==> config.mk <==
export PLATFORM = sky130hd
export DESIGN_NAME = alu_writeback
export DESIGN_NICKNAME = d
export VERILOG_FILES = /design/src/rtl/alu_writeback_pkg.sv /design/src/rtl/alu_writeback_fifo.sv /design/src/rtl/alu_writeback.sv
export SDC_FILE = /design/constraint.sdc
export NUM_CORES = 1
export LEC_CHECK = 0
export ABC_AREA = 1
export CAP_MARGIN = 20
export CORE_ASPECT_RATIO = 0.9
export CORE_MARGIN = 8
export CORE_UTILIZATION = 30
export CTS_CLUSTER_SIZE = 14
export DETAILED_ROUTE_END_ITERATION = 16
export GPL_ROUTABILITY_DRIVEN = 0
export HOLD_SLACK_MARGIN = 0.08
export SYNTH_ARGS = -nofsm -noshare
export SYNTH_HDL_FRONTEND = slang
export SYNTH_SLANG_ARGS = --single-unit
==> constraint.sdc <==
create_clock -name clk -period 3 [get_ports clk]
set_input_delay 0.45 -clock clk [delete_from_list [all_inputs] [get_ports clk]]
set_output_delay 0.45 -clock clk [all_outputs]
set_load 0.005 [all_outputs]
==> src/rtl/alu_writeback_pkg.sv <==
`default_nettype none
// ============================================================================
// Package     : cpu_defs
// Description : Instruction, opcode and write-back entry types shared by the
//               ALU write-back slice.
// Revision    : 1.0
// ============================================================================
package cpu_defs;

  localparam int REG_ADDR_W = 5;
  localparam int DATA_W     = 32;

  typedef enum logic [3:0] {
    OP_NOP = 4'd0,
    ADD    = 4'd1,
    SUB    = 4'd2,
    AND    = 4'd3,
    OR     = 4'd4,
    XOR    = 4'd5
  } opcode_e;

  typedef struct packed {
    opcode_e                opcode;
    logic [REG_ADDR_W-1:0]  rd;
    logic [REG_ADDR_W-1:0]  rs1;
    logic [REG_ADDR_W-1:0]  rs2;
    logic [11:0]            imm;
  } instruction_t;

  typedef struct packed {
    logic [REG_ADDR_W-1:0]  rd;
    logic [DATA_W-1:0]      data;
  } wb_entry_t;

  // r0 is hardwired, so a write to it is never a real request.
  function automatic logic writes_reg(input instruction_t inst);
    return (inst.opcode inside {ADD, SUB, AND, OR, XOR}) && (inst.rd != '0);
  endfunction

endpackage
`default_nettype wire

==> src/rtl/alu_writeback_fifo.sv <==
`default_nettype none
// ============================================================================
// Module      : wb_fifo
// Description : DEPTH-deep FIFO of write-back entries with an age-ordered view
//               of every slot (oldest first) for lookups.
// Revision    : 1.0
// ============================================================================
module wb_fifo
  import cpu_defs::*;
#(
  parameter  int DEPTH = 4,
  localparam int PTR_W = $clog2(DEPTH),
  localparam int CNT_W = PTR_W + 1
) (
  input  logic                    clk,
  input  logic                    rst,
  input  logic                    push,
  input  wb_entry_t               push_entry,
  input  logic                    pop,
  output wb_entry_t               head,
  output logic [CNT_W-1:0]        count,
  output logic                    full,
  output wb_entry_t [DEPTH-1:0]   age_entry,
  output logic [DEPTH-1:0]        age_valid
);

  wb_entry_t [DEPTH-1:0] mem_q, mem_d;
  logic [PTR_W-1:0]      wr_ptr_q, wr_ptr_d;
  logic [PTR_W-1:0]      rd_ptr_q, rd_ptr_d;
  logic [CNT_W-1:0]      count_q, count_d;
  logic                  pop_ok, push_ok;

  assign full    = (count_q == CNT_W'(DEPTH));
  assign pop_ok  = pop && (count_q != '0);
  // A pop in the same cycle frees the slot, so a full FIFO can still accept.
  assign push_ok = push && (!full || pop_ok);

  always_comb begin
    mem_d    = mem_q;
    wr_ptr_d = wr_ptr_q;
    rd_ptr_d = rd_ptr_q;
    count_d  = count_q;
    if (push_ok) begin
      mem_d[wr_ptr_q] = push_entry;
      wr_ptr_d        = wr_ptr_q + 1'b1;
    end
    if (pop_ok) begin
      rd_ptr_d = rd_ptr_q + 1'b1;
    end
    case ({push_ok, pop_ok})
      2'b10:   count_d = count_q + 1'b1;
      2'b01:   count_d = count_q - 1'b1;
      default: count_d = count_q;
    endcase
  end

  always_ff @(posedge clk or negedge rst) begin
    if (!rst) begin
      mem_q    <= '0;
      wr_ptr_q <= '0;
      rd_ptr_q <= '0;
      count_q  <= '0;
    end else begin
      mem_q    <= mem_d;
      wr_ptr_q <= wr_ptr_d;
      rd_ptr_q <= rd_ptr_d;
      count_q  <= count_d;
    end
  end

  assign head  = mem_q[rd_ptr_q];
  assign count = count_q;

  for (genvar k = 0; k < DEPTH; k++) begin : g_age
    assign age_entry[k] = mem_q[rd_ptr_q + PTR_W'(k)];
    assign age_valid[k] = (CNT_W'(k) < count_q);
  end

endmodule
`default_nettype wire

==> src/rtl/alu_writeback.sv <==
`default_nettype none
// ============================================================================
// Module      : alu_writeback
// Description : Buffers ALU results and drives the register-file write port;
//               MEGAVLIW_WB_FWD_EN adds a youngest-match forwarding lookup.
// Revision    : 1.0
// ============================================================================
module alu_writeback
  import cpu_defs::*;
#(
  parameter int DEPTH      = 4,
  parameter int REG_ADDR_W = cpu_defs::REG_ADDR_W
) (
  input  logic                  clk,
  input  logic                  rst,
  input  instruction_t          inst_in,
  input  logic [31:0]           result_in,
  output logic                  stall,
  output logic                  wb_valid,
  output logic [REG_ADDR_W-1:0] wb_rd,
  output logic [31:0]           wb_data,
  input  logic                  wb_ready,
  output logic                  overflow
`ifdef MEGAVLIW_WB_FWD_EN
  ,
  input  logic [REG_ADDR_W-1:0] fwd_rd,
  output logic                  fwd_hit,
  output logic [31:0]           fwd_data
`endif
);

  localparam int CNT_W = $clog2(DEPTH) + 1;

  wb_entry_t             push_entry, head;
  wb_entry_t [DEPTH-1:0] age_entry;
  logic [DEPTH-1:0]      age_valid;
  logic [CNT_W-1:0]      count;
  logic                  full, push_req, pop;
  logic                  overflow_q, overflow_d;

  assign push_req   = writes_reg(inst_in);
  assign push_entry = '{rd: inst_in.rd, data: result_in};

  wb_fifo #(.DEPTH(DEPTH)) u_fifo (
    .clk        (clk),
    .rst        (rst),
    .push       (push_req),
    .push_entry (push_entry),
    .pop        (pop),
    .head       (head),
    .count      (count),
    .full       (full),
    .age_entry  (age_entry),
    .age_valid  (age_valid)
  );

  assign wb_valid = (count != '0);
  assign pop      = wb_valid && wb_ready;
  assign wb_rd    = head.rd;
  assign wb_data  = head.data;
  // One slot of headroom covers the op already inside the ALU stage.
  assign stall    = (count >= CNT_W'(DEPTH - 1));

  always_comb begin
    overflow_d = overflow_q;
    if (push_req && full && !pop) begin
      overflow_d = 1'b1;
    end
  end

  always_ff @(posedge clk or negedge rst) begin
    if (!rst) begin
      overflow_q <= 1'b0;
    end else begin
      overflow_q <= overflow_d;
    end
  end

  assign overflow = overflow_q;

`ifdef MEGAVLIW_WB_FWD_EN
  // Scan oldest to youngest so the last match (youngest) wins.
  always_comb begin
    fwd_hit  = 1'b0;
    fwd_data = '0;
    for (int k = 0; k < DEPTH; k++) begin
      if (age_valid[k] && (fwd_rd != '0) && (age_entry[k].rd == fwd_rd)) begin
        fwd_hit  = 1'b1;
        fwd_data = age_entry[k].data;
      end
    end
  end

  logic unused_inst;
  assign unused_inst = ^{inst_in.rs1, inst_in.rs2, inst_in.imm};
`else
  logic unused_inst;
  assign unused_inst = ^{inst_in.rs1, inst_in.rs2, inst_in.imm, age_entry, age_valid};
`endif

endmodule
`default_nettype wire

==> results.toml, run 1 <==
[die]
dieArea_mm2 = 0.0309
pin_count = 106
dieHeight_um = 168
coreArea_mm2 = 0.0251
die_w_um = 184
num_rows = 55
initial_core_util_pct = 30.5

[logic_synthesis]
yosysMostFrequentCell = "nand2_1"
synth.avg_cell_area_um2 = 8.25
yosys_most_used_dff = "dfrtp_1"
synth_top_cell_by_area = "dfrtp_1"
syn_area_mm2 = 0.00765
synth_enable_flop_cells = 0
synth_seq_cells = 156
synthTopCellsByArea = "dfrtp_1, nand2_1, nand4_1"
ys_seq_area_share_pct = 51.0
synthArstFlopShare_pct = 100
synth_top_area_share_pct = 51.0
postSynthCellCount = 928
syn_nets = 1000
synth_warnings = 0
ys_types = 27
yosys-top-cells-count = "nand2_1, dfrtp_1, nand4_1"

[critical_path]
worst-r2r-cell-count = 9
cp-start-kind = "flop"
crit_start = "u_fifo.rd_ptr_q[0]$_DFFE_PN0P_"
crit_path_end_kind = "primary output"
required_ns = 2.55
crit_buf_inv = 2
path_max_fanout = 52
crit_family = "buffers and inverters"
cp_cell_sequence = "buf_12, o21ai_0, o22ai_1, clkdlybuf4s50_1"
cp.depth = 4
crit_type = "flop to primary output"
slowest_delay_ns = 0.57
crit_arrival_ns = 2.30
critPathSlowestCell = "clkdlybuf4s50_1"
r2r-start = "u_fifo.count[1]$_DFFE_PN0P_"

[sta]
fin_crit_sh_pct = 91.8
relSlewSlack_pct = 31.9
final.setup.tns_ns = 0
hold_viol_final = 0
finalWorstSetupSlack_ns = 0.245
rsz0062_at_grt = "no"
drv_slew = 0
period_needed_ns = 2.75
skew_ns = 0.00941
timing.fmax_mhz = 363
setup_viol = 0
hold_ws_ns = 0.471
tightest_slew_ns = 1.02

[clock_tree]
cts.htree.levels = 4
cts_resized = 0
clock_latency_ns = 0.42
cts.sinks = 156
clkTransAtPathRegs_ns = 0.06
cts-root-buf = "clkbuf_16"
cts_buffer_depth = 2
cts_buffers = 17
tritoncts = "built"

[drt]
drt_iter0_markers = 797
dr.pass1.iters = 5
final_antenna_net_count = 0
post_drt_wl_per_cell_um = 18.1
vias_per_cell = 5.24
remaining_drc_errors = 0
finalWirelength_um = 24000
vias = 6964

[power_and_ir_drop]
seqPwrFrac_pct = 33.9
power_frac_clock_pct = 20.9
p_int_w = 0.00656
switching_power_w = 0.00424
comb_power_share_pct = 45.2
power.leakage_nw = 4.41
peakVddDrop_mv = 0.445
p_sw_share_pct = 39.3
power_density_mw_per_mm2 = 1150

[place]
place_ws_ns = 0.259
io_buffer_count = 83
place_area_mm2 = 0.00879
hpwl_um = 13500

[layout]
fin_nets = 1046
diodes = 0
area_growth_pct = 23.0
fillerInstances = 2544
stdcell_area_mm2 = 0.00942
drive_gt1_share_pct = 7.80

[global_route]
antenna_found_initial = 0
grt_max_degree = 152
grt_pass1_wl_um = 39100
gr-total-overflow = 0
grt_pass1_vias = 6893
track_usage_pct = 15.9

[hold_path]
whs_path_depth = 2
hold_path_class = "flop to flop"
min_from = "u_fifo.mem_q[97]$_DFFE_PN0P_"

[flow_run]
drv_cap = 0

[run_status]
outcome = "finished clean"
-- timing repair --
item,in CTS,in global routing
hold endpoints to repair,64,0
setup endpoints to repair,0,0
buffers inserted,0,0
hold buffers,1,0
-- path summary, 6_finish.rpt --
check / end / slack [ns]
min: u_fifo.mem_q[97]$_DFFE_PN0P_ / 0.47
max in group asynchronous: u_fifo.mem_q[118]$_DFFE_PN0P_ / 1.67
min reg2reg: u_fifo.mem_q[97]$_DFFE_PN0P_ / 0.47
max reg2reg: u_fifo.count[2]$_DFFE_PN0P_ / 0.94
min in group asynchronous: u_fifo.mem_q[61]$_DFFE_PN0P_ / 0.59
max: wb_data[26] / 0.25
-- flip-flops by register name, indices dropped and copies added (netlist names) --
register	cells
overflow	1
u_fifo.count	3
u_fifo.mem_q	148
u_fifo.rd_ptr_q	2
u_fifo.wr_ptr_q	2
-- tightest hold or removal path: cells and delay by family, from the launching register on --
kind,cells,cell delay (ns)
and+or+nand+nor,2,0.10
DFF,1,0.34
-- layout make-up --
type                    instances  area [um2]  area share [%]
clock inverters                10         139            1.47
well taps                     342         428            4.54
repair buffers                112        1110            11.8
inverters                      14        52.6           0.558
multi-input cells             673        3300            35.1
flip-flops and latches        156        3910            41.5
clock buffers                  22         474            5.04
-- metal layers --
layer,vias to the layer above,part of all wire (%),track usage (%)
met5,-,0,0
met4,0,0.46,3.08
met3,8,6.8,3.76
met2,239,46,24.5
met1,3442,46,22.4
li1,3275,-,-
-- layout by cell type (no fill, tap or decap), drive strengths merged --
cell           count
clkinvlp           4
dfrtp            156
dlygate4sd3        1
o22ai             37
o21ai             77
nand3              4
xor2               3
buf               29
fa                 1
bufinv             3
o21bai             1
xnor2              1
nor2              80
inv               14
clkdlybuf4s50     82
nand2            309
clkinv             3
ha                 5
a21oi              3
nand4            152
clkbuf            22
-- power by group through the flow --
stage / clock network (W) / registers, W / logic, W
CTS: 0.00230 / 0.00364 / 0.00496
detailed placement: 0 / 0.00366 / 0.00493
global route: 0.00239 / 0.00377 / 0.00545
finish: 0.00226 / 0.00366 / 0.00488
floorplan: 0 / 0.00351 / 0.00281
global placement: 0 / 0.00364 / 0.00489
-- logic make-up (layout without fill, tap and decap cells) --
logic type	count (synthesis)	count (layout)	synth area share (%)
fa+ha+maj	6	6	1.08
flops	156	156	51.0
xor+xnor	4	4	0.458
compound gates	118	118	8.50
simple gates	545	545	33.0
buf+inv	99	158	5.97
-- stage by stage --
step	power, W	utilization (%)	std cells
final	0.0108	37.5	1329
after global routing	0.0116	37.5	1329
after CTS	0.0109	37.5	1329
after detailed placement	0.00859	35.0	1296
after global placement	0.00853	35.0	1296
after floorplan	0.00632	-	928
Note: power is estimated with default switching activity, not from simulation.
==> run 2, diff against run 1 <==
--- a/config.mk
+++ b/config.mk
@@ -9,11 +9,12 @@
 export CAP_MARGIN = 20
 export CORE_ASPECT_RATIO = 0.9
 export CORE_MARGIN = 8
-export CORE_UTILIZATION = 30
+export CORE_UTILIZATION = 55
 export CTS_CLUSTER_SIZE = 14
 export DETAILED_ROUTE_END_ITERATION = 16
 export GPL_ROUTABILITY_DRIVEN = 0
 export HOLD_SLACK_MARGIN = 0.08
+export PLACE_DENSITY = 0.8
 export SYNTH_ARGS = -nofsm -noshare
 export SYNTH_HDL_FRONTEND = slang
 export SYNTH_SLANG_ARGS = --single-unit
==> run 2 against run 1 <==
Non-clock buffer count did not move; sequential power barely moved; cell count fell by 13%; worst hold slack improved by 0.0017 ns; setup slack got worse by 0.11 ns; via count rose by 2.9%; combinational power fell by 1%; critical path depth did not move; clock skew fell by 0.0036 ns; first-iteration DRC count fell by 3.0%; critical endpoint unchanged; highest routed layer unchanged.
==> results.toml, run 2 (synthesis gave the netlist of run 1 again) <==
[global_route]
grt_max_degree = 156
grt_pass1_vias = 6978
grt_pass1_wl_um = 36100
track_usage_pct = 25.1
gr-total-overflow = 0
antenna_found_initial = 0

[layout]
largest_reg_flops = 148
area_growth_pct = 19.7
final_common_cell = "nand2_1"
diodes = 0
final_util_pct = 66.4
drive_gt1_share_pct = 7.40
final_cell_mix = "nand2_1, dfrtp_1, nand4_1, clkdlybuf4s50_1, nor2_1"
fin_nets = 1046
regMostFlops = "u_fifo.mem_q"

[hold_path]
whs_path_depth = 2
hold_end = "u_fifo.mem_q[96]$_DFFE_PN0P_"
hold_path_class = "flop to flop"
min_from = "u_fifo.mem_q[96]$_DFFE_PN0P_"

[critical_path]
cp-start-kind = "flop"
cp_cell_sequence = "buf_4, o21ai_0, o22ai_1, clkdlybuf4s50_1"
crit_type = "flop to primary output"
r2r_setup_slack_ns = 0.97
r2r-start = "u_fifo.count[2]$_DFFE_PN0P_"
required_ns = 2.55
path_max_fanout = 27
crit_arrival_ns = 2.42
rr_endpoint = "u_fifo.count[2]$_DFFE_PN0P_"
worst-r2r-cell-count = 8
slowest_delay_ns = 0.61
critPathSlowestCell = "dfrtp_1"
crit_path_end_kind = "primary output"

[clock_tree]
cts_resized = 0
clkTransAtPathRegs_ns = 0.06
tritoncts = "built"
clock_latency_ns = 0.42
cts_buffer_depth = 2
post-cts-setup-buffer-count = 0
hold_buffers = 1
cts_buffers = 17
cts-root-buf = "clkbuf_16"
cts.htree.levels = 4
cts.sinks = 156

[drt]
remaining_drc_errors = 0
post_drt_wl_per_cell_um = 19.0
finalWirelength_um = 22000
dr.pass1.iters = 5
final_antenna_net_count = 0
drt_iter0_markers = 773
vias_per_cell = 6.18
vias = 7166

[place]
hpwl_um = 12500
io_buffer_count = 83

[die]
die_w_um = 140
pin_count = 106
num_rows = 41
initial_core_util_pct = 55.5
dieHeight_um = 128
dieArea_mm2 = 0.0180
coreArea_mm2 = 0.0138

[power_and_ir_drop]
peakVddDrop_mv = 0.714
power_density_mw_per_mm2 = 1170
power_w = 0.0107
power.leakage_nw = 4.41

[sta]
drv_slew = 0
period_needed_ns = 2.87
relSlewSlack_pct = 50.0
timing.fmax_mhz = 349
final.setup.tns_ns = 0
setup_viol = 0
rsz0062_at_grt = "no"
hold_viol_final = 0
fin_crit_sh_pct = 95.5
skew_ns = 0.00581
tightest_slew_ns = 0.750

[flow_run]
drv_cap = 0

[run_status]
outcome = "finished clean"
## run 2: area by class of cell
class / count / area, um2
inverters: 14 / 52.6
well taps: 172 / 215
fillers: 1130 / 4640
flip-flops and latches: 156 / 3910
multi-input cells: 673 / 3290
clock inverters: 12 / 146
clock buffers: 20 / 447
repair buffers: 112 / 1100
## run 2: worst max path at each step
| stage | start | to | slack [ns] | cells past startpoint |
|---|---|---|---|---|
| 2_1_floorplan | inst_in[27] | u_fifo.count[2]$_DFFE_PN0P_ | 0.85 | 12 |
| 3_3_place_gp | inst_in[23] | u_fifo.count[2]$_DFFE_PN0P_ | 0.29 | 12 |
| 3_5_place_dp | inst_in[23] | u_fifo.count[2]$_DFFE_PN0P_ | 0.26 | 12 |
| 4_1_cts | u_fifo.rd_ptr_q[1]$_DFFE_PN0P_ | wb_rd[4] | 0.12 | 4 |
| 5_1_grt | u_fifo.rd_ptr_q[1]$_DFFE_PN0P_ | wb_data[25] | 0.03 | 4 |
| 6_report | u_fifo.rd_ptr_q[1]$_DFFE_PN0P_ | wb_data[26] | 0.13 | 4 |
## run 2: critical path, delay by kind of cell (launching register included)
family	cells	cell delay [ns]
compound gates	2	0.41
buf+inv	2	0.98
flops	1	0.61
## run 2: power breakdown
part | switching, W | internal [W] | leakage (nW) | total (W)
sequential | 0.000585 | 0.00309 | 1.95 | 0.00368
clock | 0.000852 | 0.00132 | 0.286 | 0.00217
combinational | 0.00275 | 0.00209 | 2.17 | 0.00483
total | 0.00418 | 0.00650 | 4.41 | 0.0107
## run 2: per-layer routing
layer  GRT usage (%)  vias up  part of all wire (%)
met3            6.07       50                   9.9
met4            8.42        0                   1.8
met1            33.1     3425                    41
met5               0        -                     0
li1                -     3271                     -
met2            39.9      420                    48
## run 2: metrics by stage
stage	worst slack, ns	instance area (um2)	std cells	hold WS [ns]
floorplan	0.852	7650	928	0.154
global placement	0.286	8560	1126	0.456
detailed placement	0.258	8560	1126	0.461
CTS	0.119	9160	1159	0.477
global route	0.0319	9160	1159	0.492
finish	0.134	9160	1159	0.473
